===== src/rtl/timer_seg_pkg.sv =====
// rtl/timer_seg_pkg.sv - shared constants and slot type for the timer seven-segment scanner
// Contents: active-low segment patterns (gfedcba), anode-off value, snapshot reset
// digits and the 2-bit scan slot enumeration.
package timer_seg_pkg;

    localparam logic [6:0] SEG_0     = 7'b1000000;
    localparam logic [6:0] SEG_1     = 7'b1111001;
    localparam logic [6:0] SEG_2     = 7'b0100100;
    localparam logic [6:0] SEG_3     = 7'b0110000;
    localparam logic [6:0] SEG_4     = 7'b0011001;
    localparam logic [6:0] SEG_5     = 7'b0010010;
    localparam logic [6:0] SEG_6     = 7'b0000010;
    localparam logic [6:0] SEG_7     = 7'b1111000;
    localparam logic [6:0] SEG_8     = 7'b0000000;
    localparam logic [6:0] SEG_9     = 7'b0010000;
    localparam logic [6:0] SEG_DASH  = 7'b0111111;
    localparam logic [6:0] SEG_BLANK = 7'b1111111;

    localparam logic [3:0] AN_OFF = 4'b1111;

    // Snapshot value held from reset until the first frame boundary (shows 2:00).
    localparam logic [3:0] SNAP_MIN_RST  = 4'd2;
    localparam logic [3:0] SNAP_SEC1_RST = 4'd0;
    localparam logic [3:0] SNAP_SEC2_RST = 4'd0;

    typedef enum logic [1:0] {
        SLOT_SEC2 = 2'd0,
        SLOT_SEC1 = 2'd1,
        SLOT_MIN  = 2'd2,
        SLOT_DARK = 2'd3
    } slot_e;

endpackage


===== src/rtl/bcd_to_seg.sv =====
// rtl/bcd_to_seg.sv - combinational BCD digit to active-low seven-segment decoder
// Ports: bcd [3:0] in  - BCD digit; 10..15 are shown as a dash
//        seg [6:0] out - segments gfedcba, active-low
module bcd_to_seg
    import timer_seg_pkg::*;
(
    input  logic [3:0] bcd,
    output logic [6:0] seg
);

    always_comb begin
        seg = SEG_DASH;
        case (bcd)
            4'd0:    seg = SEG_0;
            4'd1:    seg = SEG_1;
            4'd2:    seg = SEG_2;
            4'd3:    seg = SEG_3;
            4'd4:    seg = SEG_4;
            4'd5:    seg = SEG_5;
            4'd6:    seg = SEG_6;
            4'd7:    seg = SEG_7;
            4'd8:    seg = SEG_8;
            4'd9:    seg = SEG_9;
            default: seg = SEG_DASH;
        endcase
    end

endmodule


===== src/rtl/timer_seg_scan.sv =====
// rtl/timer_seg_scan.sv - 4-digit multiplexed seven-segment driver for the countdown timer
// Optional feature macro: TIMER_SEG_BLINK_EN (blink display while time is up).
// Ports: clk      in      system clock
//        rst      in      asynchronous active-low reset
//        en       in      display enable; 0 blanks anodes while scanning continues
//        min      in [4]  BCD minutes digit
//        sec1     in [4]  BCD seconds tens digit
//        sec2     in [4]  BCD seconds units digit
//        an       out [4] digit anodes, active-low, bit0 = rightmost
//        seg      out [7] segments gfedcba, active-low
//        dp       out     decimal point, active-low (minute/second separator)
//        time_up  out     1 while the frame snapshot equals 0:00
module timer_seg_scan
    import timer_seg_pkg::*;
#(
    parameter int SCAN_DIV     = 50000,
    parameter int BLINK_FRAMES = 125
) (
    input  logic       clk,
    input  logic       rst,
    input  logic       en,
    input  logic [3:0] min,
    input  logic [3:0] sec1,
    input  logic [3:0] sec2,
    output logic [3:0] an,
    output logic [6:0] seg,
    output logic       dp,
    output logic       time_up
);

    localparam int CNT_W = (SCAN_DIV > 2) ? $clog2(SCAN_DIV) : 1;
    localparam logic [CNT_W-1:0] CNT_LAST = CNT_W'(SCAN_DIV - 1);

    logic [CNT_W-1:0] cnt_q, cnt_d;
    slot_e            sel_q, sel_d;
    logic [3:0]       snap_min_q, snap_min_d;
    logic [3:0]       snap_sec1_q, snap_sec1_d;
    logic [3:0]       snap_sec2_q, snap_sec2_d;
    logic             time_up_q, time_up_d;
    logic [3:0]       an_q, an_d;
    logic [6:0]       seg_q, seg_d;
    logic             dp_q, dp_d;

    logic             tick;
    logic             frame_tick;
    logic [3:0]       cur_digit;
    logic [6:0]       cur_seg;
    logic             blank_an;

    assign tick       = (cnt_q == CNT_LAST);
    // The last tick of the dark slot closes a frame; the snapshot is taken only here
    // so a frame never mixes digits from two different timer values.
    assign frame_tick = tick && (sel_q == SLOT_DARK);

    always_comb begin
        cur_digit = snap_sec2_q;
        case (sel_q)
            SLOT_SEC1: cur_digit = snap_sec1_q;
            SLOT_MIN:  cur_digit = snap_min_q;
            default:   cur_digit = snap_sec2_q;
        endcase
    end

    bcd_to_seg u_dec (
        .bcd (cur_digit),
        .seg (cur_seg)
    );

`ifdef TIMER_SEG_BLINK_EN
    localparam int BF_W = (BLINK_FRAMES > 2) ? $clog2(BLINK_FRAMES) : 1;
    localparam logic [BF_W-1:0] BF_LAST = BF_W'(BLINK_FRAMES - 1);

    logic [BF_W-1:0] bcnt_q, bcnt_d;
    logic            blink_on_q, blink_on_d;

    // The blink cadence is only meaningful while time is up; otherwise it is held
    // in its reset state so the next time-up always starts with the display lit.
    always_comb begin
        bcnt_d     = bcnt_q;
        blink_on_d = blink_on_q;
        if (!time_up_q) begin
            bcnt_d     = '0;
            blink_on_d = 1'b1;
        end else if (frame_tick) begin
            if (bcnt_q == BF_LAST) begin
                bcnt_d     = '0;
                blink_on_d = !blink_on_q;
            end else begin
                bcnt_d = bcnt_q + 1'b1;
            end
        end
    end

    always_ff @(posedge clk or negedge rst) begin
        if (!rst) begin
            bcnt_q     <= '0;
            blink_on_q <= 1'b1;
        end else begin
            bcnt_q     <= bcnt_d;
            blink_on_q <= blink_on_d;
        end
    end

    assign blank_an = time_up_q && !blink_on_q;
`else
    logic unused_blink_cfg;
    assign unused_blink_cfg = (BLINK_FRAMES > 0);
    assign blank_an         = 1'b0;
`endif

    always_comb begin
        cnt_d       = tick ? '0 : cnt_q + 1'b1;
        sel_d       = tick ? slot_e'(sel_q + 2'd1) : sel_q;
        snap_min_d  = snap_min_q;
        snap_sec1_d = snap_sec1_q;
        snap_sec2_d = snap_sec2_q;
        time_up_d   = time_up_q;
        if (frame_tick) begin
            snap_min_d  = min;
            snap_sec1_d = sec1;
            snap_sec2_d = sec2;
            time_up_d   = (min == 4'd0) && (sec1 == 4'd0) && (sec2 == 4'd0);
        end
    end

    // Display outputs are registered from the current slot, so pins lag sel by one cycle.
    always_comb begin
        an_d  = AN_OFF;
        seg_d = SEG_BLANK;
        dp_d  = 1'b1;
        if (en) begin
            case (sel_q)
                SLOT_SEC2: begin
                    an_d  = 4'b1110;
                    seg_d = cur_seg;
                end
                SLOT_SEC1: begin
                    an_d  = 4'b1101;
                    seg_d = cur_seg;
                end
                SLOT_MIN: begin
                    an_d  = 4'b1011;
                    seg_d = cur_seg;
                    dp_d  = 1'b0;
                end
                default: begin
                    an_d  = AN_OFF;
                    seg_d = SEG_BLANK;
                end
            endcase
            if (blank_an) begin
                an_d = AN_OFF;
            end
        end
    end

    always_ff @(posedge clk or negedge rst) begin
        if (!rst) begin
            cnt_q       <= '0;
            sel_q       <= SLOT_SEC2;
            snap_min_q  <= SNAP_MIN_RST;
            snap_sec1_q <= SNAP_SEC1_RST;
            snap_sec2_q <= SNAP_SEC2_RST;
            time_up_q   <= 1'b0;
            an_q        <= AN_OFF;
            seg_q       <= SEG_BLANK;
            dp_q        <= 1'b1;
        end else begin
            cnt_q       <= cnt_d;
            sel_q       <= sel_d;
            snap_min_q  <= snap_min_d;
            snap_sec1_q <= snap_sec1_d;
            snap_sec2_q <= snap_sec2_d;
            time_up_q   <= time_up_d;
            an_q        <= an_d;
            seg_q       <= seg_d;
            dp_q        <= dp_d;
        end
    end

    assign an      = an_q;
    assign seg     = seg_q;
    assign dp      = dp_q;
    assign time_up = time_up_q;

endmodule

===== config.mk =====
export PLATFORM = sky130hd
export DESIGN_NAME = timer_seg_scan
export DESIGN_NICKNAME = d
export VERILOG_FILES = /design/src/rtl/timer_seg_pkg.sv /design/src/rtl/bcd_to_seg.sv /design/src/rtl/timer_seg_scan.sv
export SDC_FILE = /design/constraint.sdc
export NUM_CORES = 1
export LEC_CHECK = 0
export ABC_AREA = 1
export CORE_ASPECT_RATIO = 1.2
export CORE_MARGIN = 5
export CORE_UTILIZATION = 48
export DETAILED_ROUTE_END_ITERATION = 8
export PLACE_DENSITY = 0.71
export SLEW_MARGIN = 0
export SYNTH_ARGS = -nofsm -noshare
export SYNTH_HDL_FRONTEND = slang
export SYNTH_SLANG_ARGS = --single-unit

===== constraint.sdc =====
create_clock -name clk -period 2.4 [get_ports clk]
set_input_delay 0.36 -clock clk [delete_from_list [all_inputs] [get_ports clk]]
set_output_delay 0.36 -clock clk [all_outputs]
set_load 0.05 [all_outputs]

=== Yosys cells after proc, flatten, opt, wreduce, memory -nomap -nowiden ===
Memories as Yosys holds them, arrays and structs flattened.
Cells that the tools add are included.

* Memories kept: 1
* Memory bits (read-only): 112
* Bits in registers: 43
* Word-level logic and storage cells: 32

{| class="wikitable"
|+ Memory list
! name !! words !! width !! read ports !! clocked after Yosys merged registers in !! wr ports !! line !! source
|-
| (no name shown) || 16 || 7 || 1 || 0 || 0 || bcd_to_seg.sv:13 || <nowiki>case (bcd)</nowiki>
|}

* Add/subtract/negate cells: 2
* Reduce and logical (&&, ||, !) cells: 8
* Equal/unequal tests: 4
* Multiplexer cells: 8

{| class="wikitable"
|+ Operator list
! cell !! count
|-
| adder 16 x 1 -> 16 bit, second input constant || 1
|-
| == test 16 bit, second input constant || 1
|-
| 2-to-1 mux 16 bit || 1
|-
| 2-to-1 mux 7 bit || 2
|-
| zero test 4 bit || 3
|-
| case mux 3 bit (3 select lines) || 1
|-
| case mux 4 bit (2 select lines) || 1
|-
| == test 2 bit, second input constant || 2
|-
| logical AND 1 bit || 3
|-
| 2-to-1 mux 3 bit || 1
|-
| OR reduction 3 bit || 1
|-
| adder 2 x 1 -> 2 bit, second input constant || 1
|-
| == test 2 x 1 -> 1 bit, second input constant || 1
|-
| zero test 2 bit || 1
|-
| 2-to-1 mux 1 bit || 2
|}

=== Depth between registers and ports, before layout ===
An unclocked memory read counts as a cell.

* Word-level depth: 5
* Mapped depth: 11
* Depth with buffers taken out: 11

=== By module ===
Synthesis repeated with hierarchy kept, for this count alone.

* Cells, all modules: 301
* Area total of the unflattened synthesis: 2298.5 sq um

{| class="wikitable"
|+ By module, submodules not included
! module !! cells an instance !! area an instance (sq um) !! times used !! sequential area each (sq um)
|-
| timer_seg_scan || 266 || 2110.8 || 1 || 1039.7
|-
| bcd_to_seg || 35 || 187.7 || 1 || 0.0
|}

=== Least setup slack after synthesis ===
Ideal clock, no wire load.

* Path type: register -> register
* Start: reg sel_q[0]
* End: reg seg_q[3], in the netlist seg[3]
* Buffers on the path: 1
* Clock period less this slack: 1852 ps
* Stages on the path, launching flop included: 12
* Setup time: 61 ps
* Path slack: 548 ps
* Data arrival time: 1790 ps
* Cell sequence: dfrtp_1 inv_1 ha_1 buf_2 or2_2 nand2_1 ha_1 inv_1 nand2_1 nand2_1 nand2_1 nand2_1

* Word-level cells in the longest chain between the ends: 5
* Elaborated cells on any way between the ends: 8

{| class="wikitable"
|+ RTL lines
! what !! line !! source
|-
| from (decl) || timer_seg_scan.sv:35 || <nowiki>slot_e sel_q, sel_d;</nowiki>
|-
| from (signal assigned) || timer_seg_scan.sv:170 || <nowiki>sel_q <= sel_d;</nowiki>
|-
| == test 2 bit / == test 2 x 1 -> 1 bit (equally long branches) || timer_seg_scan.sv:57, timer_seg_scan.sv:132 ||
|-
| case mux 4 bit (2 select lines) || timer_seg_scan.sv:57 || <nowiki>case (sel_q)</nowiki>
|-
| memory (16 x 7 bit) || - ||
|-
| 2-to-1 mux 7 bit * || timer_seg_scan.sv:132 || <nowiki>case (sel_q)</nowiki>
|-
| 2-to-1 mux 7 bit * || timer_seg_scan.sv:131 || <nowiki>if (en) begin</nowiki>
|-
| net seg_d[3] || timer_seg_scan.sv:41 || <nowiki>logic [6:0] seg_q, seg_d;</nowiki>
|-
| to (signal assigned) || timer_seg_scan.sv:176 || <nowiki>seg_q <= seg_d;</nowiki>
|-
| to (decl) || timer_seg_scan.sv:41 ||
|}

The timed path passes the listed nets; every way through them passes the cells marked *.
A chain may end at the register's enable or synchronous reset.

=== Worst setup path in the final report ===
* Start: reg an_q[2], in the netlist an[2]
* End: out an[2]

{| class="wikitable"
|+ RTL lines
! what !! line !! source
|-
| from (decl) || timer_seg_scan.sv:40 || <nowiki>logic [3:0] an_q, an_d;</nowiki>
|-
| from (signal assigned) || timer_seg_scan.sv:175 || <nowiki>an_q <= an_d;</nowiki>
|-
| to (decl) || timer_seg_scan.sv:25 || <nowiki>output logic [3:0] an,</nowiki>
|}

No word-level cell between the ends.

==> flow_summary.ini <==
[run_status]
outcome = completed

[worst_setup_path]
reg2regPathDepth = 10
r2r_start = sel_q[0]
crit_type = flip-flop to output pin
critPathMaxFanout = 2
critical_path.cell_chain = clkdlybuf4s50_1
end_kind = output pin
cp-start-kind = flip-flop
required_ns = 2.04
r2r_end = seg[3]
startpoint = an[2]
cp.depth = 1
critical_path.max_stage_delay_ns = 0.79
crit_slowest_cell = clkdlybuf4s50_1
cp-endpoint = an[2]
ff2ff_setup_slack_ns = 0.43
cp_top_family = buffers and inverters
arrival_ns = 1.62
critPathBufInv = 1

[sta]
period_minus_slack_ns = 1.98
timing.slew.headroom_pct = 41.0
slew_violations = 0
timing.hold.ws_ns = 0.182
finalCritPeriodShare_pct = 82.3
fmax_mhz = 506
setup_viol = 0
tightestPinTransition_ns = 0.885
hold_violations = 0
finClkSkew_ns = 0.00319
rsz0062_at_grt = false
tns_ns = 0

[yosys]
synth_edf_count = 0
syn_nets = 307
ys_ff_latch = 41
synth_mux_area_share_pct = 0
synthTopCellsByArea = dfrtp_1, nand2_1, dfstp_2
synthAdderAreaFrac_pct = 5.10
synth_top_area_share_pct = 34.0
synth_most_common_cell = nand2_1
async_flop_share_pct = 100
synthFlopType = dfrtp_1
ys_warn_count = 0
synth-simple-area-share_pct = 34.2
synth_seq_area_share_pct = 47.1
avgSynthCellArea_um2 = 7.80
synth_top_family_by_area = simple AND/OR/NAND/NOR gates
syn_inst = 283
ys_top_cells_by_count = nand2_1, nor2_1, nand3_1, dfrtp_1, inv_1
ys_types = 29
synth_xor_area_share_pct = 3.57
yosys.area.top_type = dfrtp_1
synth_compound_area_share_pct = 2.83
syn_area_um2 = 2210

[die]
ioPinCount = 28
core-area_um2 = 4530
die_area_um2 = 6060
row_count = 27
chipHeight_um = 84.3
die-width_um = 71.9
start_util_pct = 48.8

[clock_tree]
postCtsSetupBuffers = 0
cts_inserted_buffers = 5
cts_tree = built
cts_root_buf = clkbuf_8
cts.clk_slew.worst_paths_ns = 0.08
ctsHtreeMaxLevel = 2
cts_max_path_buffers = 2
clock_sinks = 41
cts_resized = 0
hold_buffers = 0
clk_latency_ns = 0.30

[power_and_ir_drop]
leakage_nw = 1.23
peakVddDrop_v = 0.000381
power_density_nw_per_um2 = 508

[global_routing]
antenna_found_initial = 0
grt.total_usage_pct = 16.6
grt_max_degree = 42
grt_pass1_wl_mm = 7.94
grt_pass1_vias = 1891
grt-ovfl-total = 0

[final_layout]
drive_gt1_share_pct = 10.3
nets = 334
diodes = 0
area_delta_synth_final_pct = 18.2
final_cells = 369

[routing]
drt_iter0_drc = 67
first_pass_iters = 4
wirelength_mm = 4.52
wl_per_cell_um = 12.2
avgViaCountPerCell = 4.93
drc = 0
antenna_left = 0
vias = 1818

[min_path]
min_path_type = input pin to async pin

[place]
hpwl_mm = 3.35
port_buffers = 26
placed_cells = 361
place.gp.congestion = 0.853

[flow_run]
max-cap-violations = 0
==> how the worst min path moves through the flow <==
stage	startpoint	end	slack (ns)	cells after the start
detailed placement	snap_min_q[2]	snap_min_q[2]	0.46	2
global route	rst	cnt_q[8]	0.24	1
floorplan	rst	cnt_q[0]	0.06	0
CTS	rst	cnt_q[8]	0.21	1
global placement	snap_min_q[2]	snap_min_q[2]	0.46	2
finish	rst	cnt_q[8]	0.18	1
==> sequential cells by signal, indices dropped and copies added (netlist names) <==
signal,cells
snap_min_q,4
time_up,1
seg,7
cnt_q,16
sel_q,2
an,3
snap_sec1_q,4
snap_sec2_q,4
==> layout by cell type, fill, tap and decap left out <==
cell type | Yosys | final
nand2_2 | 2 | 2
o21ai_2 | 1 | 1
or2_1 | 1 | 1
o21bai_1 | 1 | 1
dfrtp_1 | 30 | 30
inv_2 | 1 | 1
clkdlybuf4s50_1 | 0 | 25
nor2_2 | 2 | 2
xnor2_1 | 1 | 1
nor3_1 | 1 | 1
conb_1 | 1 | 1
buf_2 | 1 | 1
a21oi_1 | 1 | 1
clkbuf_1 | 1 | 1
nand4_1 | 4 | 4
o21ai_0 | 5 | 5
nor2_4 | 1 | 1
clkbuf_8 | 0 | 6
buf_4 | 4 | 1
nand3_2 | 2 | 2
a21boi_2 | 1 | 1
o21ai_1 | 1 | 1
inv_1 | 27 | 27
bufinv_16 | 0 | 1
xor2_1 | 8 | 8
nand3_1 | 31 | 31
ha_1 | 9 | 9
or2_2 | 2 | 2
dfstp_2 | 11 | 11
nor2_1 | 35 | 35
nand2_1 | 97 | 97
==> final cells by class <==
cell class,count,area [µm²]
clock buffer,7,86.3
inverter,28,105
fill,430,1920
timing repair buffer,27,263
sequential,41,1040
clock inverter,1,30.0
tap,58,72.6
multi-input combinational,207,1010
==> metrics by stage <==
step                      util (%)  power [mW]  worst slack, ns  area, µm²
final                         57.7        1.33            0.425       2610
after global placement        55.1       0.765            0.504       2490
after floorplan                  -       0.724            0.548       2210
after detailed placement      55.1       0.765            0.437       2490
after CTS                     57.7        1.35            0.410       2610
after global routing          57.7        1.38            0.282       2610
==> per-layer routing <==
metal	GRT usage, %	share of wire (%)	vias to the layer above
met5	0	0	-
li1	-	-	930
met4	9.23	3.7	0
met3	4.07	3.6	14
met1	17.2	40	839
met2	29.8	52	35
==> cells by family (layout without fill, tap and decap cells) <==
| logic type | count (synthesis) | count (layout) |
|---|---|---|
| simple gates | 178 | 178 |
| flops | 41 | 41 |
| buf+inv | 35 | 63 |
| compound gates | 10 | 10 |
| fa+ha+maj | 9 | 9 |
| xor+xnor | 9 | 9 |
| other cells | 1 | 1 |
==> report_power, final <==
| part | internal [mW] | switching, mW |
|---|---|---|
| Combinational | 0.0243 | 0.0323 |
| Clock | 0.339 | 0.236 |
| Sequential | 0.694 | 0.000363 |
| Total | 1.06 | 0.269 |
Note: power is estimated with default switching activity, not from simulation.
